<file path="src/rtl/amm_read_issue.sv">
// rtl/amm_read_issue.sv - Avalon-MM burst read issuer feeding compare descriptors under credit control
// Optional error stop: define READ_ISSUE_ERR_STOP_EN
module amm_read_issue #(
    parameter int ADDR_W       = 32,
    parameter int DATA_W       = 128,
    parameter int BURST_W      = 11,
    parameter int OFF_W        = 4,
    parameter int DESC_CREDITS = 4,
    parameter int WORD_CREDITS = 64
) (
    input  logic               clk_i,
    input  logic               rst_i,
    input  logic               test_start_i,
    input  logic               cmd_valid_i,
    output logic               cmd_ready_o,
    input  logic [ADDR_W-1:0]  cmd_addr_i,
    input  logic [BURST_W-2:0] cmd_words_i,
    input  logic [7:0]         cmd_ptrn_i,
    input  logic               cmd_rnd_i,
    input  logic [OFF_W-1:0]   cmd_start_off_i,
    input  logic [OFF_W-1:0]   cmd_end_off_i,
    output logic               amm_read_o,
    output logic [ADDR_W-1:0]  amm_address_o,
    output logic [BURST_W-1:0] amm_burstcount_o,
    input  logic               amm_waitrequest_i,
    input  logic               amm_readdatavalid_i,
    output logic               cmp_en_o,
    output logic [ADDR_W-1:0]  cmp_start_addr_o,
    output logic [BURST_W-2:0] cmp_words_o,
    output logic [7:0]         cmp_ptrn_o,
    output logic               cmp_rnd_o,
    output logic [OFF_W-1:0]   cmp_start_off_o,
    output logic [OFF_W-1:0]   cmp_end_off_o,
    input  logic               cmp_error_i,
    output logic               busy_o
);

    localparam logic [0:0] ST_IDLE  = 1'b0;
    localparam logic [0:0] ST_ISSUE = 1'b1;

    localparam int DC_W  = $clog2(DESC_CREDITS + 1);
    localparam int WC_W  = $clog2(WORD_CREDITS + 1);
    localparam int PTR_W = (DESC_CREDITS > 1) ? $clog2(DESC_CREDITS) : 1;
    localparam int SUM_W = ((WC_W > BURST_W) ? WC_W : BURST_W) + 1;

    if (OFF_W != $clog2(DATA_W / 8)) begin : g_off_w_check
        $error("OFF_W must equal log2(DATA_W/8)");
    end

    logic [0:0]         state_q, state_d;
    logic [ADDR_W-1:0]  addr_q, addr_d;
    logic [BURST_W-2:0] words_q, words_d;
    logic [BURST_W-1:0] burst_q, burst_d;
    logic [7:0]         ptrn_q, ptrn_d;
    logic               rnd_q, rnd_d;
    logic [OFF_W-1:0]   soff_q, soff_d;
    logic [OFF_W-1:0]   eoff_q, eoff_d;
    logic               hold_q, hold_d;
    logic               cmp_en_q, cmp_en_d;
    logic [DC_W-1:0]    desc_used_q, desc_used_d;
    logic [WC_W-1:0]    word_used_q, word_used_d;
    logic [BURST_W-1:0] len_fifo_q [DESC_CREDITS];
    logic [BURST_W-1:0] len_fifo_d [DESC_CREDITS];
    logic [PTR_W-1:0]   wr_ptr_q, wr_ptr_d;
    logic [PTR_W-1:0]   rd_ptr_q, rd_ptr_d;
    logic [BURST_W-1:0] beats_q, beats_d;
    logic               busy_q, busy_d;

    logic               err_stop;
    logic               credit_ok;
    logic               accept;
    logic               ret;
    logic               last_beat;
    logic [SUM_W-1:0]   word_sum;
    logic [BURST_W-1:0] head_len;

`ifdef READ_ISSUE_ERR_STOP_EN
    logic err_seen_q;

    always_ff @(posedge clk_i or posedge rst_i) begin
        if (rst_i) begin
            err_seen_q <= 1'b0;
        end else if (test_start_i) begin
            err_seen_q <= 1'b0;
        end else if (cmp_error_i) begin
            err_seen_q <= 1'b1;
        end
    end

    assign err_stop = err_seen_q | cmp_error_i;
`else
    logic unused_cmp_error;
    assign unused_cmp_error = cmp_error_i;
    assign err_stop         = 1'b0;
`endif

    function automatic logic [PTR_W-1:0] ptr_inc(input logic [PTR_W-1:0] p);
        return (p == PTR_W'(DESC_CREDITS - 1)) ? '0 : p + PTR_W'(1);
    endfunction

    // Credits use registered counts only; same-cycle returns are credited next cycle.
    assign word_sum  = SUM_W'(word_used_q) + SUM_W'(burst_q);
    assign credit_ok = (desc_used_q < DC_W'(DESC_CREDITS)) &&
                       (word_sum <= SUM_W'(WORD_CREDITS));

    // Once raised, the request is held through waitrequest regardless of later stops.
    assign amm_read_o  = (state_q == ST_ISSUE) && (hold_q || (credit_ok && !err_stop));
    assign accept      = amm_read_o && !amm_waitrequest_i;
    assign cmd_ready_o = (state_q == ST_IDLE) && !err_stop;

    // Beats arriving with no burst on record are stray and do not touch the counters.
    assign head_len  = len_fifo_q[rd_ptr_q];
    assign ret       = amm_readdatavalid_i && (desc_used_q != '0);
    assign last_beat = ret && ((beats_q + BURST_W'(1)) == head_len);

    always_comb begin
        state_d     = state_q;
        addr_d      = addr_q;
        words_d     = words_q;
        burst_d     = burst_q;
        ptrn_d      = ptrn_q;
        rnd_d       = rnd_q;
        soff_d      = soff_q;
        eoff_d      = eoff_q;
        hold_d      = hold_q;
        cmp_en_d    = 1'b0;
        desc_used_d = desc_used_q;
        word_used_d = word_used_q;
        len_fifo_d  = len_fifo_q;
        wr_ptr_d    = wr_ptr_q;
        rd_ptr_d    = rd_ptr_q;
        beats_d     = beats_q;

        if (test_start_i) begin
            state_d     = ST_IDLE;
            hold_d      = 1'b0;
            desc_used_d = '0;
            word_used_d = '0;
            wr_ptr_d    = '0;
            rd_ptr_d    = '0;
            beats_d     = '0;
        end else begin
            case (state_q)
                ST_IDLE: begin
                    if (cmd_valid_i && cmd_ready_o) begin
                        addr_d  = cmd_addr_i;
                        words_d = cmd_words_i;
                        burst_d = {1'b0, cmd_words_i} + BURST_W'(1);
                        ptrn_d  = cmd_ptrn_i;
                        rnd_d   = cmd_rnd_i;
                        soff_d  = cmd_start_off_i;
                        eoff_d  = cmd_end_off_i;
                        state_d = ST_ISSUE;
                    end
                end
                default: begin
                    if (accept) begin
                        state_d = ST_IDLE;
                    end
                end
            endcase

            hold_d   = amm_read_o && amm_waitrequest_i;
            cmp_en_d = accept;

            if (accept) begin
                len_fifo_d[wr_ptr_q] = burst_q;
                wr_ptr_d             = ptr_inc(wr_ptr_q);
            end

            if (last_beat) begin
                rd_ptr_d = ptr_inc(rd_ptr_q);
                beats_d  = '0;
            end else if (ret) begin
                beats_d = beats_q + BURST_W'(1);
            end

            desc_used_d = desc_used_q + DC_W'(accept) - DC_W'(last_beat);
            word_used_d = WC_W'(SUM_W'(word_used_q) + (accept ? SUM_W'(burst_q) : SUM_W'(0))
                                - SUM_W'(ret));
        end

        busy_d = (state_d != ST_IDLE) || (desc_used_d != '0);
    end

    always_ff @(posedge clk_i or posedge rst_i) begin
        if (rst_i) begin
            state_q     <= ST_IDLE;
            addr_q      <= '0;
            words_q     <= '0;
            burst_q     <= '0;
            ptrn_q      <= '0;
            rnd_q       <= 1'b0;
            soff_q      <= '0;
            eoff_q      <= '0;
            hold_q      <= 1'b0;
            cmp_en_q    <= 1'b0;
            desc_used_q <= '0;
            word_used_q <= '0;
            wr_ptr_q    <= '0;
            rd_ptr_q    <= '0;
            beats_q     <= '0;
            busy_q      <= 1'b0;
            for (int i = 0; i < DESC_CREDITS; i++) begin
                len_fifo_q[i] <= '0;
            end
        end else begin
            state_q     <= state_d;
            addr_q      <= addr_d;
            words_q     <= words_d;
            burst_q     <= burst_d;
            ptrn_q      <= ptrn_d;
            rnd_q       <= rnd_d;
            soff_q      <= soff_d;
            eoff_q      <= eoff_d;
            hold_q      <= hold_d;
            cmp_en_q    <= cmp_en_d;
            desc_used_q <= desc_used_d;
            word_used_q <= word_used_d;
            wr_ptr_q    <= wr_ptr_d;
            rd_ptr_q    <= rd_ptr_d;
            beats_q     <= beats_d;
            busy_q      <= busy_d;
            len_fifo_q  <= len_fifo_d;
        end
    end

    assign amm_address_o    = addr_q;
    assign amm_burstcount_o = burst_q;
    assign cmp_en_o         = cmp_en_q;
    assign cmp_start_addr_o = addr_q;
    assign cmp_words_o      = words_q;
    assign cmp_ptrn_o       = ptrn_q;
    assign cmp_rnd_o        = rnd_q;
    assign cmp_start_off_o  = soff_q;
    assign cmp_end_off_o    = eoff_q;
    assign busy_o           = busy_q;

endmodule
</file>
<file path="config.mk">
export PLATFORM = sky130hd
export DESIGN_NAME = amm_read_issue
export DESIGN_NICKNAME = d
export VERILOG_FILES = /design/src/rtl/amm_read_issue.sv
export SDC_FILE = /design/constraint.sdc
export NUM_CORES = 1
export LEC_CHECK = 0
export ABC_AREA = 1
export CELL_PAD_IN_SITES_DETAIL_PLACEMENT = 0
export CELL_PAD_IN_SITES_GLOBAL_PLACEMENT = 1
export CORE_MARGIN = 4
export CORE_UTILIZATION = 40
export CTS_CLUSTER_DIAMETER = 120
export DETAILED_ROUTE_END_ITERATION = 12
export HOLD_SLACK_MARGIN = 0.1
export PLACE_DENSITY = 0.95
export REMOVE_ABC_BUFFERS = 1
export SLEW_MARGIN = 25
export SYNTH_ARGS = -nofsm -noshare
export SYNTH_HDL_FRONTEND = slang
export SYNTH_SLANG_ARGS = --single-unit
</file>
<file path="constraint.sdc">
create_clock -name clk_i -period 9.9 [get_ports clk_i]
set_clock_uncertainty 0.1 [all_clocks]
set_input_delay 1.485 -clock clk_i [delete_from_list [all_inputs] [get_ports clk_i]]
set_output_delay 1.485 -clock clk_i [all_outputs]
set_load 0.1 [all_outputs]
</file>
==> results.sh, run 1 <==
export IMPL_grt_pass1_wl_um=33960
export IMPL_coreArea_um2=18960
export IMPL_dp_hpwl_um=14620
export IMPL_cts_tree="done"
export IMPL_reg2reg_from="amm_burstcount_o[0]$_DFFE_PP0P_"
export IMPL_synth_top_cell_area_share_pct=45.83
export IMPL_drv_slew=0
export IMPL_ant_nets=0
export IMPL_synth_edf_count=0
export IMPL_endpoint_kind="primary output"
export IMPL_synthTopCellsByCount="420 x nand2_1, 143 x dfrtp_1, 84 x inv_1"
export IMPL_dieArea_um2=21820
export IMPL_root_buffer="clkbuf_16"
export IMPL_cts_buffer_depth=2
export IMPL_drc=0
export IMPL_crit_buf_inv=1
export IMPL_io_pins=172
export IMPL_hold_start="len_fifo_q[42]$_DFFE_PP0P_"
export IMPL_worst_slack_ns=4.219
export IMPL_synth_area_um2=7807
export IMPL_ctsResizeCount=0
export IMPL_finalSetupTns_ns=0
export IMPL_fin_crit_ns=5.681
export IMPL_worstPathMaxFanout=8
export IMPL_critPathMaxStageDelay_ns=1.21
export IMPL_area_sequential_um2=3578
export IMPL_detailedRoute_firstPassIterationCount=5
export IMPL_place_ws_ns=4.439
export IMPL_slew_headroom_pct=28.09
export IMPL_multi_input_area_um2=3422
export IMPL_drive_above_1_share_pct=4.887
export IMPL_top_usage_layer="met2"
export IMPL_nets=1230
export IMPL_fmax_mhz=176.0
export IMPL_r2r_slack_ns=5.14
export IMPL_use_met1_pct=23.30
export IMPL_rsz0062_at_grt="false"
export IMPL_min_to="len_fifo_q[42]$_DFFE_PP0P_"
export IMPL_yosys_area_top_type="dfrtp_1"
export IMPL_cts_setup_buffers=0
export IMPL_ys_ff_latch=143
export IMPL_drt_initial_drc_count=393
export IMPL_initial_core_util_pct=41.19
export IMPL_cts_buffers=17
export IMPL_area_growth_syn_to_layout_pct=28.33
export IMPL_grt_max_degree=96
export IMPL_ys_types=45
export IMPL_finalCritPeriodShare_pct=57.38
export IMPL_cp_required_ns=8.32
export IMPL_gr_total_overflow=0
export IMPL_rows=50
export IMPL_rr_endpoint="word_used_q[6]$_DFF_PP0_"
export IMPL_yosysWarnings=0
export IMPL_cts_sinks=143
export IMPL_powerDensity_nw_per_um2=267.5
export IMPL_seq_area_frac_synth_pct=45.83
export IMPL_antenna_found_initial=0
export IMPL_clkLatencyLatePin_ns=0.43
export IMPL_worstPathCellList="ha_1 > fa_1 > or2_2 > a21oi_1 > nand2_1 > nor2_1 > nand2_1 > nand2_1 > nand2_1 > nor2_1 > nor2_1 > nor2_2 > clkdlybuf4s50_1"
export IMPL_gp_congestion=0.8026
export IMPL_fillers=1802
export IMPL_worstSetupStartpointType="register"
export IMPL_worst_pin_slew_ns=1.075
export IMPL_p_leak_nw=5.058
export IMPL_synth_most_common_cell="nand2_1"
export IMPL_critical_path_arrival_ns=4.10
export IMPL_synth_cells=1017
export IMPL_routed_via_count=6729
export IMPL_critPathTopFamily="buffers and inverters"
export IMPL_holdCritPathClass="reg2reg"
export IMPL_whs_path_depth=2
export IMPL_finalSetupViolations=0
export IMPL_first_global_vias=6723
export IMPL_ir_drop_mv=0.1921
export IMPL_synthFlopType="dfrtp_1"
export IMPL_vias_per_cell=4.786
export IMPL_status="complete, no violations"
export IMPL_crit_type="reg2out"
export IMPL_htreeDepth=4
export IMPL_placed_area_um2=9374
export IMPL_use_met2_pct=32.12
export IMPL_crit_top_cell="nand2_1"
export IMPL_synthArstFlopShare_pct=100.0
export IMPL_reg2regPathDepth=26
export IMPL_chipWidth_um=147.7
export IMPL_wirelength_um=21180
export IMPL_n_antenna_cell=0
export IMPL_final_cell_area_um2=10020
export IMPL_hold_viol=0
export IMPL_timing_max_cap_violations=0
export IMPL_syn_avg_cell_area_um2=7.677
export IMPL_grt_total_usage_pct=19.50
export IMPL_grtUsageMet3_pct=8.982
export IMPL_clk_pin_slew_ns=0.07
export IMPL_portBuffers=170
export IMPL_die_height_um=147.7
export IMPL_cp_slowest_cell="clkdlybuf4s50_1"
export IMPL_hold_buffers=0
export IMPL_wl_per_cell_um=15.06
export IMPL_synthTopCellsByArea="dfrtp_1 46%, nand2_1 20%, nand3_1 5.2%, ha_1 4.5%, inv_1 4.0%"
layout make-up:
type,count,area share [%]
clock buffer,17,4.246
clock inverter,15,1.911
inverter,87,3.322
multi-input combinational,711,34.15
sequential,143,35.71
tap,260,3.247
timing repair buffer,173,17.41
power breakdown:
part	switching, mW	internal [mW]	total [mW]
Clock	0.297	0.387	0.684
Combinational	0.945	0.301	1.25
Sequential	0.0838	0.667	0.750
Total	1.33	1.36	2.68
worst min-delay path, delay by kind of cell, from the launching register on:
| family | cells | cell delay [ns] |
|---|---|---|
| flops | 1 | 0.34 |
| simple gates | 2 | 0.11 |
layout by cell type, fill, tap and decap left out, drive strengths merged:
cell / count
buf: 3
a22o: 1
nor4: 2
a32oi: 1
a21boi: 1
o21bai: 1
dfrtp: 143
and2: 1
nand4: 25
nand3b: 2
o31a: 1
a32o: 1
nor2: 61
a31oi: 2
nand3: 84
o22ai: 1
o22a: 2
xnor2: 3
clkdlybuf4s50: 170
xor2: 11
a21oi: 17
clkbuf: 17
bufinv: 2
inv: 96
nor3: 5
nand2: 424
fa: 3
or2: 3
ha: 28
o31ai: 1
mux2: 1
nor3b: 1
o21ai: 28
clkinv: 4
sequential cells by signal (all words and copies together) (netlist names):
| name | count |
|---|---|
| amm_address_o | 32 |
| amm_burstcount_o | 11 |
| beats_q | 11 |
| busy_o | 1 |
| cmp_en_o | 1 |
| cmp_end_off_o | 4 |
| cmp_ptrn_o | 8 |
| cmp_rnd_o | 1 |
| cmp_start_off_o | 4 |
| cmp_words_o | 10 |
| desc_used_q | 3 |
| hold_q | 1 |
| len_fifo_q | 44 |
| rd_ptr_q | 2 |
| state_q | 1 |
| word_used_q | 7 |
| wr_ptr_q | 2 |
how the worst max path moves through the flow:
| stage | startpoint | end | slack (ns) | depth (start not counted) |
|---|---|---|---|---|
| after detailed placement | test_start_i | amm_burstcount_o[9]$_DFFE_PP0P_ | 4.44 | 9 |
| after floorplan | rst_i | amm_address_o[0]$_DFFE_PP0P_ | 4.48 | 1 |
| after CTS | amm_burstcount_o[0]$_DFFE_PP0P_ | amm_read_o | 4.18 | 13 |
| final | amm_burstcount_o[0]$_DFFE_PP0P_ | amm_read_o | 4.22 | 13 |
| after global placement | test_start_i | amm_burstcount_o[9]$_DFFE_PP0P_ | 4.39 | 9 |
| after global routing | amm_burstcount_o[0]$_DFFE_PP0P_ | amm_read_o | 3.99 | 13 |
kinds of logic (layout without fill, tap and decap cells):
logic type / after synthesis / in the layout / share of synthesized area, %
simple gates: 608 / 608 / 32.50
buf+inv: 163 / 292 / 10.40
flops: 143 / 143 / 45.83
compound gates: 57 / 57 / 4.295
fa+ha+maj: 31 / 31 / 5.256
xor+xnor: 14 / 14 / 1.571
mux: 1 / 1 / 0.1442
metrics by stage:
| stage | hold WS, ns | instances | power [mW] | util [%] |
|---|---|---|---|---|
| after CTS | 0.3692 | 1405 | 2.699 | 52.71 |
| final | 0.3709 | 1406 | 2.681 | 52.86 |
| after global placement | 0.3491 | 1373 | 1.999 | 49.45 |
| after global routing | 0.3877 | 1406 | 2.806 | 52.86 |
| after floorplan | 0.3366 | 941 | 1.687 | - |
| after detailed placement | 0.3538 | 1373 | 2.008 | 49.45 |
layer usage:
metal | share of wire [%] | wire [µm]
met1 | 41 | 8639
met2 | 48 | 10220
met3 | 9.3 | 1974
met4 | 1.6 | 347
met5 | 0 | 0
Note: power is estimated with default switching activity, not from simulation.
==> inputs of run 2 (changes only) <==
--- a/config.mk
+++ b/config.mk
@@ -9,11 +9,11 @@
 export CELL_PAD_IN_SITES_DETAIL_PLACEMENT = 0
 export CELL_PAD_IN_SITES_GLOBAL_PLACEMENT = 1
 export CORE_MARGIN = 4
-export CORE_UTILIZATION = 40
+export CORE_UTILIZATION = 37
 export CTS_CLUSTER_DIAMETER = 120
 export DETAILED_ROUTE_END_ITERATION = 12
 export HOLD_SLACK_MARGIN = 0.1
-export PLACE_DENSITY = 0.95
+export PLACE_DENSITY = 0.93
 export REMOVE_ABC_BUFFERS = 1
 export SLEW_MARGIN = 25
 export SYNTH_ARGS = -nofsm -noshare
==> constraint.sdc (replaced) <==
create_clock -name clk_i -period 5.4 [get_ports clk_i]
set_clock_uncertainty 0.1 [all_clocks]
set_input_delay 0.81 -clock clk_i [delete_from_list [all_inputs] [get_ports clk_i]]
set_output_delay 0.81 -clock clk_i [all_outputs]
set_load 0.1 [all_outputs]
==> results.sh, run 2 (synthesis gave the netlist of run 1 again) <==
export IMPL_n_antenna_cell=0
export IMPL_cts_sinks=143
export IMPL_fillers=1961
export IMPL_slew_headroom_pct=28.26
export IMPL_grtUsageMet3_pct=6.729
export IMPL_clkLatencyLatePin_ns=0.43
export IMPL_drive_above_1_share_pct=5.633
export IMPL_area_growth_syn_to_layout_pct=28.91
export IMPL_portBuffers=170
export IMPL_fmax_mhz=215.7
export IMPL_clk_pin_slew_ns=0.06
export IMPL_wirelength_um=21310
export IMPL_io_pins=172
export IMPL_drt_initial_drc_count=489
export IMPL_top_usage_layer="met2"
export IMPL_routed_via_count=6847
export IMPL_chipWidth_um=153.3
export IMPL_dp_hpwl_um=14830
export IMPL_first_global_vias=6966
export IMPL_cts_buffers=17
export IMPL_grt_pass1_wl_um=35820
export IMPL_gr_total_overflow=0
export IMPL_crit_type="reg2reg"
export IMPL_gp_congestion=0.8173
export IMPL_ctsResizeCount=0
export IMPL_wl_per_cell_um=14.97
export IMPL_fin_crit_ns=4.637
export IMPL_finalSetupTns_ns=0
export IMPL_die_height_um=153.3
export IMPL_whs_path_depth=2
export IMPL_detailedRoute_firstPassIterationCount=4
export IMPL_place_ws_ns=0.7486
export IMPL_worst_pin_slew_ns=1.073
export IMPL_nets=1239
export IMPL_cts_setup_buffers=0
export IMPL_powerDensity_nw_per_um2=483.1
export IMPL_root_buffer="clkbuf_16"
export IMPL_drv_slew=0
export IMPL_cts_buffer_depth=2
export IMPL_initial_core_util_pct=38.10
export IMPL_regMostFlops="len_fifo_q"
export IMPL_reg2regPathDepth=26
export IMPL_drc=0
export IMPL_ant_nets=0
export IMPL_critical_path_arrival_ns=4.86
export IMPL_htreeDepth=4
export IMPL_hold_buffers=0
export IMPL_worst_slack_ns=0.7634
export IMPL_grt_total_usage_pct=18.74
export IMPL_use_met1_pct=23.47
export IMPL_worstPathMaxFanout=8
export IMPL_vias_per_cell=4.808
export IMPL_layout_common_cells="420 x nand2_1, 169 x clkdlybuf4s50_1, 143 x dfrtp_1"
export IMPL_dieArea_um2=23490
export IMPL_status="complete, no violations"
export IMPL_hold_viol=0
export IMPL_ir_drop_mv=0.4696
export IMPL_finalCritPeriodShare_pct=85.86
export IMPL_grt_max_degree=76
export IMPL_rsz0062_at_grt="false"
export IMPL_cts_tree="done"
export IMPL_p_leak_nw=5.080
export IMPL_largest_reg_flops=44
export IMPL_cp_required_ns=5.62
export IMPL_antenna_found_initial=0
export IMPL_rows=52
export IMPL_timing_max_cap_violations=0
export IMPL_use_met2_pct=30.70
export IMPL_layout_commonest_cell="nand2_1"
export IMPL_coreArea_um2=20490
export IMPL_holdCritPathClass="reg2reg"
export IMPL_worstSetupStartpointType="register"
export IMPL_endpoint_kind="register"
export IMPL_finalSetupViolations=0
[run 2: changes by cell type in the layout (fill, tap and decap cells not counted)]
cell	previous run	this run
inv_6	5	6
clkinv_4	2	4
buf_4	2	12
clkinvlp_4	0	2
inv_8	7	0
clkinv_2	1	2
clkdlybuf4s50_1	170	169
[run 2: stage by stage]
step | hold WS, ns | instance area (µm²) | util [%] | total power [mW] | instances
4_1_cts | 0.3736 | 10040 | 48.97 | 4.904 | 1423
6_report | 0.3726 | 10060 | 49.11 | 4.862 | 1424
5_1_grt | 0.3911 | 10060 | 49.11 | 5.107 | 1424
3_3_place_gp | 0.3502 | 9452 | 46.12 | 3.675 | 1392
3_5_place_dp | 0.3580 | 9452 | 46.12 | 3.695 | 1392
2_1_floorplan | 0.3366 | 7322 | - | 3.093 | 941
[run 2: per-layer routing]
layer  up-vias  routed length, µm
li1       3417                  -
met2       227              10120
met3        26               1883
met1      3177               8986
met4         0                323
met5         -                  0
[run 2: worst paths after layout]
kind                                            startpoint                          to  slack, ns
max                        amm_burstcount_o[0]$_DFFE_PP0P_    word_used_q[6]$_DFF_PP0_       0.76
min                              len_fifo_q[7]$_DFFE_PP0P_   len_fifo_q[7]$_DFFE_PP0P_       0.37
max reg2reg                amm_burstcount_o[0]$_DFFE_PP0P_    word_used_q[6]$_DFF_PP0_       0.76
min reg2reg                      len_fifo_q[7]$_DFFE_PP0P_   len_fifo_q[7]$_DFFE_PP0P_       0.37
max in group asynchronous                            rst_i  len_fifo_q[18]$_DFFE_PP0P_       3.39
min in group asynchronous                            rst_i   cmp_ptrn_o[2]$_DFFE_PP0P_       0.76
[run 2: power by group]
group	switching, mW	internal, mW
clock	0.503	0.686
combinational	1.75	0.562
sequential	0.135	1.22
total	2.39	2.47
[run 2: worst max-delay path, cell delays in order (launching register included)]
cell and delay [ns]:
dfrtp_1 0.50, ha_1 0.28, fa_1 0.42, or2_2 0.29, a21oi_1 0.12, nand2_1 0.07
nor2_1 0.08, nand2_1 0.06, nand2_1 0.06, nand2_1 0.10, o21bai_4 0.17, nand3_4 0.12
inv_1 0.19, nand2_1 0.08, ha_1 0.27, inv_1 0.06, ha_1 0.16, inv_1 0.06
fa_1 0.39, o31ai_1 0.33, nand2_1 0.11, nand2_1 0.07, a21oi_1 0.07, xor2_1 0.19
nand2_1 0.07, nand2_1 0.05, nor2_1 0.04
[run 2: cell type report]
type | count | area (µm²) | area share (%)
Clock inverter | 14 | 158.9 | 1.579
Timing Repair Buffer | 182 | 1809 | 17.98
Multi-Input combinational cell | 711 | 3422 | 34.00
Inverter | 87 | 332.8 | 3.307
Clock buffer | 17 | 425.4 | 4.227
Sequential cell | 143 | 3578 | 35.55
Tap cell | 270 | 337.8 | 3.357
